**src/rtl/ahb_apb_pkg.sv**
```systemverilog
// Shared encodings for the AHB-to-APB bridge front end.
//   HTRANS / HRESP encodings, slave FSM state enum, default address map
//   constants and a helper that qualifies an address phase.
package ahb_apb_pkg;

  localparam logic [1:0] HTRANS_IDLE   = 2'b00;
  localparam logic [1:0] HTRANS_BUSY   = 2'b01;
  localparam logic [1:0] HTRANS_NONSEQ = 2'b10;
  localparam logic [1:0] HTRANS_SEQ    = 2'b11;

  localparam logic [1:0] HRESP_OKAY  = 2'b00;
  localparam logic [1:0] HRESP_ERROR = 2'b01;

  localparam logic [31:0] DEF_BASE      = 32'h8000_0000;
  localparam logic [31:0] DEF_SLOT_SIZE = 32'h0400_0000;

  typedef enum logic [2:0] {
    ST_IDLE = 3'd0,
    ST_BUSY = 3'd1,
    ST_DONE = 3'd2,
    ST_ERR1 = 3'd3,
    ST_ERR2 = 3'd4
  } state_t;

  // Address phase completes and carries a real transfer (NONSEQ or SEQ).
  function automatic logic is_active(input logic hready_in, input logic [1:0] htrans);
    return hready_in && ((htrans == HTRANS_NONSEQ) || (htrans == HTRANS_SEQ));
  endfunction

endpackage

```
**src/rtl/ahb_addr_decode.sv**
```systemverilog
// Address decoder for the APB peripheral window.
//   haddr     : AHB address
//   in_map    : address lies in [BASE, BASE + NSLV*SLOT_SIZE)
//   temp_selx : one-hot slot select, 0 when unmapped
module ahb_addr_decode
  import ahb_apb_pkg::*;
#(
  parameter int unsigned       NSLV      = 3,
  parameter int unsigned       ADDR_W    = 32,
  parameter logic [ADDR_W-1:0] BASE      = ADDR_W'(DEF_BASE),
  parameter logic [ADDR_W-1:0] SLOT_SIZE = ADDR_W'(DEF_SLOT_SIZE)
) (
  input  logic [ADDR_W-1:0] haddr,
  output logic              in_map,
  output logic [NSLV-1:0]   temp_selx
);

  localparam int unsigned SHIFT = $clog2(SLOT_SIZE);

  logic [ADDR_W-1:0] offset;
  logic [ADDR_W-1:0] slot;

  // Slot index is compared rather than an end address so BASE near the
  // top of the address space cannot overflow the window limit.
  always_comb begin
    offset    = haddr - BASE;
    slot      = offset >> SHIFT;
    in_map    = (haddr >= BASE) && (slot < ADDR_W'(NSLV));
    temp_selx = '0;
    for (int unsigned i = 0; i < NSLV; i++) begin
      temp_selx[i] = in_map && (slot == ADDR_W'(i));
    end
  end

endmodule

```
**src/rtl/ahb_slave_interface_p.sv**
```systemverilog
// AHB slave front end of the AHB-to-APB bridge.
//   Decodes the address phase into one-hot peripheral selects, pipelines
//   address / write data / write control toward the APB FSM, stretches the
//   AHB data phase (hready_out low) until xfer_done and returns registered
//   read data.
//   Optional macro AHB_SLV_ERRRESP_EN: two-cycle ERROR response for
//   unmapped or oversized accesses; when undefined such transfers are
//   dropped with a zero-wait OKAY and hresp is tied to OKAY.
// Ports:
//   hclk, hresetn             : clock, synchronous active-low reset
//   hwrite, hready_in, htrans,
//   hsize, haddr, hwdata      : AHB address/data phase inputs
//   prdata, xfer_done         : APB-side read data and completion pulse
//   valid, temp_selx          : combinational accept / slot select
//   haddr_1/2, hwdata_1/2,
//   hwritereg/_1              : pipeline stages toward the APB FSM
//   hready_out, hresp, hrdata : registered AHB slave response
module ahb_slave_interface_p
  import ahb_apb_pkg::*;
#(
  parameter int unsigned       NSLV      = 3,
  parameter int unsigned       ADDR_W    = 32,
  parameter int unsigned       DATA_W    = 32,
  parameter logic [ADDR_W-1:0] BASE      = ADDR_W'(DEF_BASE),
  parameter logic [ADDR_W-1:0] SLOT_SIZE = ADDR_W'(DEF_SLOT_SIZE)
) (
  input  logic              hclk,
  input  logic              hresetn,
  input  logic              hwrite,
  input  logic              hready_in,
  input  logic [1:0]        htrans,
  input  logic [2:0]        hsize,
  input  logic [ADDR_W-1:0] haddr,
  input  logic [DATA_W-1:0] hwdata,
  input  logic [DATA_W-1:0] prdata,
  input  logic              xfer_done,
  output logic              valid,
  output logic [NSLV-1:0]   temp_selx,
  output logic [ADDR_W-1:0] haddr_1,
  output logic [ADDR_W-1:0] haddr_2,
  output logic [DATA_W-1:0] hwdata_1,
  output logic [DATA_W-1:0] hwdata_2,
  output logic              hwritereg,
  output logic              hwritereg_1,
  output logic              hready_out,
  output logic [1:0]        hresp,
  output logic [DATA_W-1:0] hrdata
);

  // Largest legal hsize: log2 of the data bus width in bytes.
  localparam int unsigned MAX_HSIZE = $clog2(DATA_W / 8);

  logic            active;
  logic            in_map;
  logic            size_ok;
  logic [NSLV-1:0] dec_sel;
  state_t          state;

  ahb_addr_decode #(
    .NSLV      (NSLV),
    .ADDR_W    (ADDR_W),
    .BASE      (BASE),
    .SLOT_SIZE (SLOT_SIZE)
  ) u_decode (
    .haddr     (haddr),
    .in_map    (in_map),
    .temp_selx (dec_sel)
  );

  // Address phase qualification.
  assign active    = is_active(hready_in, htrans);
  assign size_ok   = (hsize <= 3'(MAX_HSIZE));
  assign valid     = active && in_map && size_ok;
  // Select only asserted for a transfer that is actually forwarded.
  assign temp_selx = valid ? dec_sel : '0;

`ifdef AHB_SLV_ERRRESP_EN
  logic       err_req;
  logic [1:0] hresp_q;

  assign err_req = active && !(in_map && size_ok);
  assign hresp   = hresp_q;

  // Slave FSM: wait-state insertion, read-data capture, error response.
  always_ff @(posedge hclk) begin
    if (!hresetn) begin
      state      <= ST_IDLE;
      hready_out <= 1'b1;
      hresp_q    <= HRESP_OKAY;
      hrdata     <= '0;
    end else begin
      case (state)
        ST_BUSY: begin
          if (xfer_done) begin
            state      <= ST_DONE;
            hready_out <= 1'b1;
            hresp_q    <= HRESP_OKAY;
            hrdata     <= prdata;
          end
        end
        ST_ERR1: begin
          state      <= ST_ERR2;
          hready_out <= 1'b1;
          hresp_q    <= HRESP_ERROR;
        end
        // ST_IDLE, ST_DONE, ST_ERR2: ready to accept the next address phase.
        default: begin
          if (valid) begin
            state      <= ST_BUSY;
            hready_out <= 1'b0;
            hresp_q    <= HRESP_OKAY;
          end else if (err_req) begin
            state      <= ST_ERR1;
            hready_out <= 1'b0;
            hresp_q    <= HRESP_ERROR;
          end else begin
            state      <= ST_IDLE;
            hready_out <= 1'b1;
            hresp_q    <= HRESP_OKAY;
          end
        end
      endcase
    end
  end
`else
  assign hresp = HRESP_OKAY;

  // Slave FSM: wait-state insertion and read-data capture; illegal
  // transfers fall through the ready branch and are silently dropped.
  always_ff @(posedge hclk) begin
    if (!hresetn) begin
      state      <= ST_IDLE;
      hready_out <= 1'b1;
      hrdata     <= '0;
    end else begin
      case (state)
        ST_BUSY: begin
          if (xfer_done) begin
            state      <= ST_DONE;
            hready_out <= 1'b1;
            hrdata     <= prdata;
          end
        end
        default: begin
          if (valid) begin
            state      <= ST_BUSY;
            hready_out <= 1'b0;
          end else begin
            state      <= ST_IDLE;
            hready_out <= 1'b1;
          end
        end
      endcase
    end
  end
`endif

  // Address / data / write-control pipeline, frozen while the bus stalls.
  always_ff @(posedge hclk) begin
    if (!hresetn) begin
      haddr_1     <= '0;
      haddr_2     <= '0;
      hwdata_1    <= '0;
      hwdata_2    <= '0;
      hwritereg   <= 1'b0;
      hwritereg_1 <= 1'b0;
    end else if (hready_in) begin
      haddr_1     <= haddr;
      haddr_2     <= haddr_1;
      hwdata_1    <= hwdata;
      hwdata_2    <= hwdata_1;
      hwritereg   <= hwrite;
      hwritereg_1 <= hwritereg;
    end
  end

endmodule

```
**config.mk**
```make
export PLATFORM = sky130hd
export DESIGN_NAME = ahb_slave_interface_p
export DESIGN_NICKNAME = d
export VERILOG_FILES = /design/src/rtl/ahb_apb_pkg.sv /design/src/rtl/ahb_addr_decode.sv /design/src/rtl/ahb_slave_interface_p.sv
export SDC_FILE = /design/constraint.sdc
export NUM_CORES = 1
export LEC_CHECK = 0
export BUFFER_PORTS_ARGS = -buffer_cell sky130_fd_sc_hd__buf_2
export CORE_UTILIZATION = 35
export CTS_BUF_LIST = sky130_fd_sc_hd__clkbuf_4
export CTS_CLUSTER_SIZE = 30
export DETAILED_ROUTE_END_ITERATION = 8
export GPL_TIMING_DRIVEN = 0
export HOLD_SLACK_MARGIN = 0.05
export MAX_ROUTING_LAYER = met4
export SYNTH_ARGS = -nofsm -noshare
export SYNTH_HDL_FRONTEND = slang
export SYNTH_HIERARCHICAL = 1
export SYNTH_SLANG_ARGS = --single-unit
```
**constraint.sdc**
```tcl
create_clock -name hclk -period 1.8 [get_ports hclk]
set_clock_uncertainty 0.1 [all_clocks]
set_input_delay 0.36 -clock hclk [delete_from_list [all_inputs] [get_ports hclk]]
set_output_delay 0.36 -clock hclk [all_outputs]
set_load 0.005 [all_outputs]
```
======== After elaboration in Yosys (flattened, before gate mapping) ========
Index checks and enable logic that the tools add are counted.
cells by class
  add/sub/neg operators ................... 1
  $mul .................................... 0
  div/mod/pow operators ................... 0
  magnitude comparators ................... 3
  equality and inequality tests ........... 6
  shifts and indexed selects .............. 0
  muxes and demuxes ....................... 7
  bitwise logic cells ..................... 0
  reduce and logical (&&, ||, !) cells .... 10
operators by type and width
  kind                    count
  $ge 32x32->1 const B    1
  $logic_not 32->1        1
  $sub 32x32->32 const B  1
  $mux 3                  3
  $logic_and 1x1->1       7
  $eq 6x1->1 const B      1
  $eq 6x2->1 const B      1
  $lt 6x2->1 const B      1
  $eq 2x2->1 const B      2
  $mux 1                  4
  $eq 3x1->1 const B      1
  $le 3x2->1 const B      1
  $ne 2x2->1 const B      1
  $reduce_and 2->1        1
  $logic_or 1x1->1        1
storage, ports and cells
  bits in registers ....................... 166
  bits in latches ......................... 0
  RAM bits ................................ 0
  memory bits (read-only) ................. 0
  input port bits ......................... 106
  output and inout bits ................... 169
  word-level logic and storage cells ...... 36
  memories kept ........................... 0

======== Logic depth before layout (Yosys ltp) ========
  depth after elaboration ................. 7
  gate-level depth with buffers ........... 5
  gate-level depth less buffers ........... 5

======== By module ========
The synthesis kept the hierarchy.
by module, submodules not included
  module                 instances  cells an instance  area each (um^2)  sequential area each (um^2)
  ahb_slave_interface_p  1          508                6100.9            3303.2
  ahb_addr_decode        1          5                  48.8              0.0

======== Worst setup path after synthesis ========
Ideal clock, no wire load.
  path type ............................... input to output
  start ................................... in haddr[30]
  end ..................................... out temp_selx[0]
  data arrival time ....................... 1578 ps
  data required time ...................... 1340 ps
  path slack .............................. -238 ps
  stages .................................. 5
  buffers on the path ..................... 0
  path through ............................ or4b_4 a21oi_1 nand4b_4 a21oi_4 and2_1
between the ends
  longest elaborated chain between the ends .. 6
RTL lines
  element                              RTL line                     text
  start, declared                      ahb_slave_interface_p.sv:33  input logic [ADDR_W-1:0] haddr,
  $sub 32x32->32                       ahb_addr_decode.sv:26        offset = haddr - BASE;
  $lt 6x2->1                           ahb_addr_decode.sv:28        in_map = (haddr >= BASE) && (slot < ADDR_W'(NSLV));
  $logic_and 1x1->1 (*)                ahb_addr_decode.sv:28
  net in_map                           ahb_slave_interface_p.sv:54  logic in_map;
  $logic_and 1x1->1 (*) (2 in series)  ahb_slave_interface_p.sv:73  assign valid = active && in_map && size_ok;
  net valid                            ahb_slave_interface_p.sv:37  output logic valid,
  $mux 3 (*)                           ahb_slave_interface_p.sv:75  assign temp_selx = valid ? dec_sel : '0;
  end, declared                        ahb_slave_interface_p.sv:38  output logic [NSLV-1:0] temp_selx,
The timed path passes the listed nets; every way through them passes the cells marked *.

======== Worst setup path after layout ========
  start ................................... in haddr[30]
  end ..................................... out temp_selx[1]
between the ends
  longest elaborated chain between the ends .. 6
RTL lines
  element                          RTL line
  $sub 32x32->32                   ahb_addr_decode.sv:26
  $lt 6x2->1                       ahb_addr_decode.sv:28
  $logic_and 1x1->1 (*)            ahb_addr_decode.sv:28
  net in_map                       ahb_slave_interface_p.sv:54
  $logic_and 1x1->1 (2 in series)  ahb_slave_interface_p.sv:73
  $mux 3 (*)                       ahb_slave_interface_p.sv:75
Marks and branches as above.

==> reports/metrics.yaml <==
fill_cells: 1550
cts_tree: "built"
cts-root-buf: "clkbuf_4"
numCtsBuffers: 17
place_inst: 1009
antenna_found_initial: 0
grt_busiest_layer: "met2"
nets: 1012
ys.flop_type: "dfxtp_1"
clk_latency_ps: 540
critical_path.cell_chain: "buf_6 -> or4b_4 -> a21oi_4 -> nand4b_4 -> a21oi_4 -> and2_4 -> buf_6"
cp.required_ps: 1340
htree_levels: 4
via_per_inst: 4.53
grt_pass1_wl_um: 26200
hold_class: "in -> reg"
ys_types: 23
synth_top_cell_by_area: "dfxtp_1"
fin_crit_sh_pct: 120
ys_warn_count: 6
grtUsageMet3_pct: 5.41
clk_path_buf_depth: 2
num_antenna_cells: 0
finalInstanceArea_mm2: 0.00911
clk_pin_slew_ps: 130
globalplace.congestion: 0.787
clkPwrFrac_pct: 29.8
switching_power_mw: 1.80
rows: 48
area_growth_pct: 48.1
overflow: 0
die_y_um: 135
die_area_mm2: 0.0181
coreArea_mm2: 0.0172
synth_edf_count: 0
ys_top_cells_by_area: "dfxtp_1 54%, mux2i_1 21%, nor2b_1 13%"
port_buffers: 270
maxSlewViolCount: 0
yosys-top-cells-count: "165 x dfxtp_1, 130 x mux2i_1, 130 x nor2b_1"
setup_viol: 4
p_leak_nw: 4.47
synthArstFlopShare_pct: 0
crit_slowest_cell: "or4b_4"
final_period_minus_worst_setup_slack_ps: 2170
fin_ws_ps: -368
grt_setup_unrepaired: "true"
die_w_um: 135
power.share.switching_pct: 26.3
final_cells: 1144
hold_viol: 0
seq_area_frac_synth_pct: 53.7
grt_util_met1_pct: 21.4
syn-mean-instance-area_um2: 12.0
violations: "setup timing"
synthesis.instances: 513
routedWlPerCell_um: 14.6
path_buf_inv: 2
clock-sinks: 165
postRouteAntennaNets: 0
slowest_delay_ps: 550
ys_ff_latch: 165
critPathTopFamily: "simple AND/OR/NAND/NOR gates"
status: "complete, but fails checks"
critPathCaptureType: "primary output"
internal-power_mw: 5.05
ir_drop_mv: 0.359
initial_core_util_pct: 35.7
route.vias.total: 5180
first_pass_iters: 4
hold_slack_ps: 71.4
ios: 275
place_area_mm2: 0.00780
power_density_mw_per_mm2: 752
grt_usage_pct: 19.1
initialDrtViolationCount: 124
power_frac_comb_pct: 13.5
fmax_ghz: 0.461
hpwl_um: 11700
yosysTopAreaCellShare_pct: 53.7
yosysMostFrequentCell: "dfxtp_1"
grt_max_degree: 17
cap_violations: 0
layout-drive-gt1-share_pct: 37.1
crit_path_start_kind: "primary input"
drcViolationCount: 0
grt_pass1_vias: 5313
path_class: "in -> out"
cts_hold_buf: 100
crit_fanout: 5
met2_usage_pct: 32.9
crit_arrival_ps: 1710
netlist_area_mm2: 0.00615
routed_wl_um: 16700
seqPwrFrac_pct: 56.7
-- metrics by stage --
stage / total power, mW / worst slack (ps) / util, % / setup TNS, ps
floorplan: 4.35 / -164 / - / -499
global placement: 4.70 / -404 / 45.2 / -1580
detailed placement: 4.72 / -432 / 45.2 / -1730
CTS: 6.94 / -384 / 52.7 / -1410
global route: 7.19 / -411 / 52.8 / -1520
finish: 6.84 / -368 / 52.8 / -1360
-- layout by cell type (no fill, tap or decap), types with 2 or more instances in the layout --
master / count
a21oi_4: 2
a22o_1: 32
and2_1: 2
buf_2: 272
buf_4: 10
buf_6: 16
clkbuf_1: 13
clkbuf_4: 18
clkinv_2: 3
clkinv_4: 3
clkinvlp_4: 4
conb_1: 2
dfxtp_1: 165
dlygate4sd3_1: 99
inv_6: 3
mux2i_1: 130
nor2b_1: 130
nor3b_2: 2
-- repair_timing --
action,4_1_cts,5_1_grt
setup endpoints to repair,4,5
setup buffers,2,2
gates resized for setup,3,3
endpoints found under the hold margin,99,1
pin swaps,4,4
-- state kept, by name, summed over array words and instances (netlist names) --
signal	count
haddr_2	32
hwdata_2	32
haddr_1	32
hrdata	32
hwritereg_1	1
hready_out	1
hwritereg	1
state	2
hwdata_1	32
-- power groups by stage --
stage	sequential [mW]	clock [mW]	combinational, mW
global route	3.91	2.28	1.00
detailed placement	3.96	0	0.754
global placement	3.96	0	0.740
floorplan	3.96	0	0.387
finish	3.88	2.04	0.922
CTS	3.88	2.13	0.926
-- kinds of logic after synthesis --
kind of cell | Yosys count | share of synthesized area (%)
AOI/OAI and AO/OA | 38 | 5.49
DFF | 165 | 53.7
other | 1 | 0.0610
and+or+nand+nor | 141 | 15.1
muxes | 130 | 21.2
buffers and inverters | 38 | 4.50
-- final cells by class --
cell class / instances / area, µm² / share of cell area [%]
Buffer: 38 / 277 / 3.04
Clock buffer: 18 / 135 / 1.48
Clock inverter: 14 / 128 / 1.40
Multi-Input combinational cell: 311 / 2590 / 28.4
Sequential cell: 165 / 3300 / 36.3
Tap cell: 225 / 282 / 3.09
Timing Repair Buffer: 373 / 2390 / 26.3
-- tightest hold or removal path, delay by kind of cell --
family / cells / cell delay (ps)
AO/OA/AOI/OAI: 2 / 190
buffers and inverters: 1 / 120
-- layer usage --
metal / routed length [µm] / up-vias
met2: 8240 / 191
met5: 0 / -
met3: 1010 / 11
met1: 7310 / 2452
met4: 180 / 0
li1: - / 2526
-- worst paths after layout --
path / startpoint / end / slack [ps] / cells past startpoint
worst max-delay path: haddr[30] / temp_selx[1] / -370 / 7
worst min-delay path: hsize[1] / hready_out / 70 / 3
worst max register to register: state[0] / hrdata[3] / 480 / 4
worst min register to register: hrdata[5] / hrdata[5] / 390 / 1
Power figures use the tool's default switching activity.
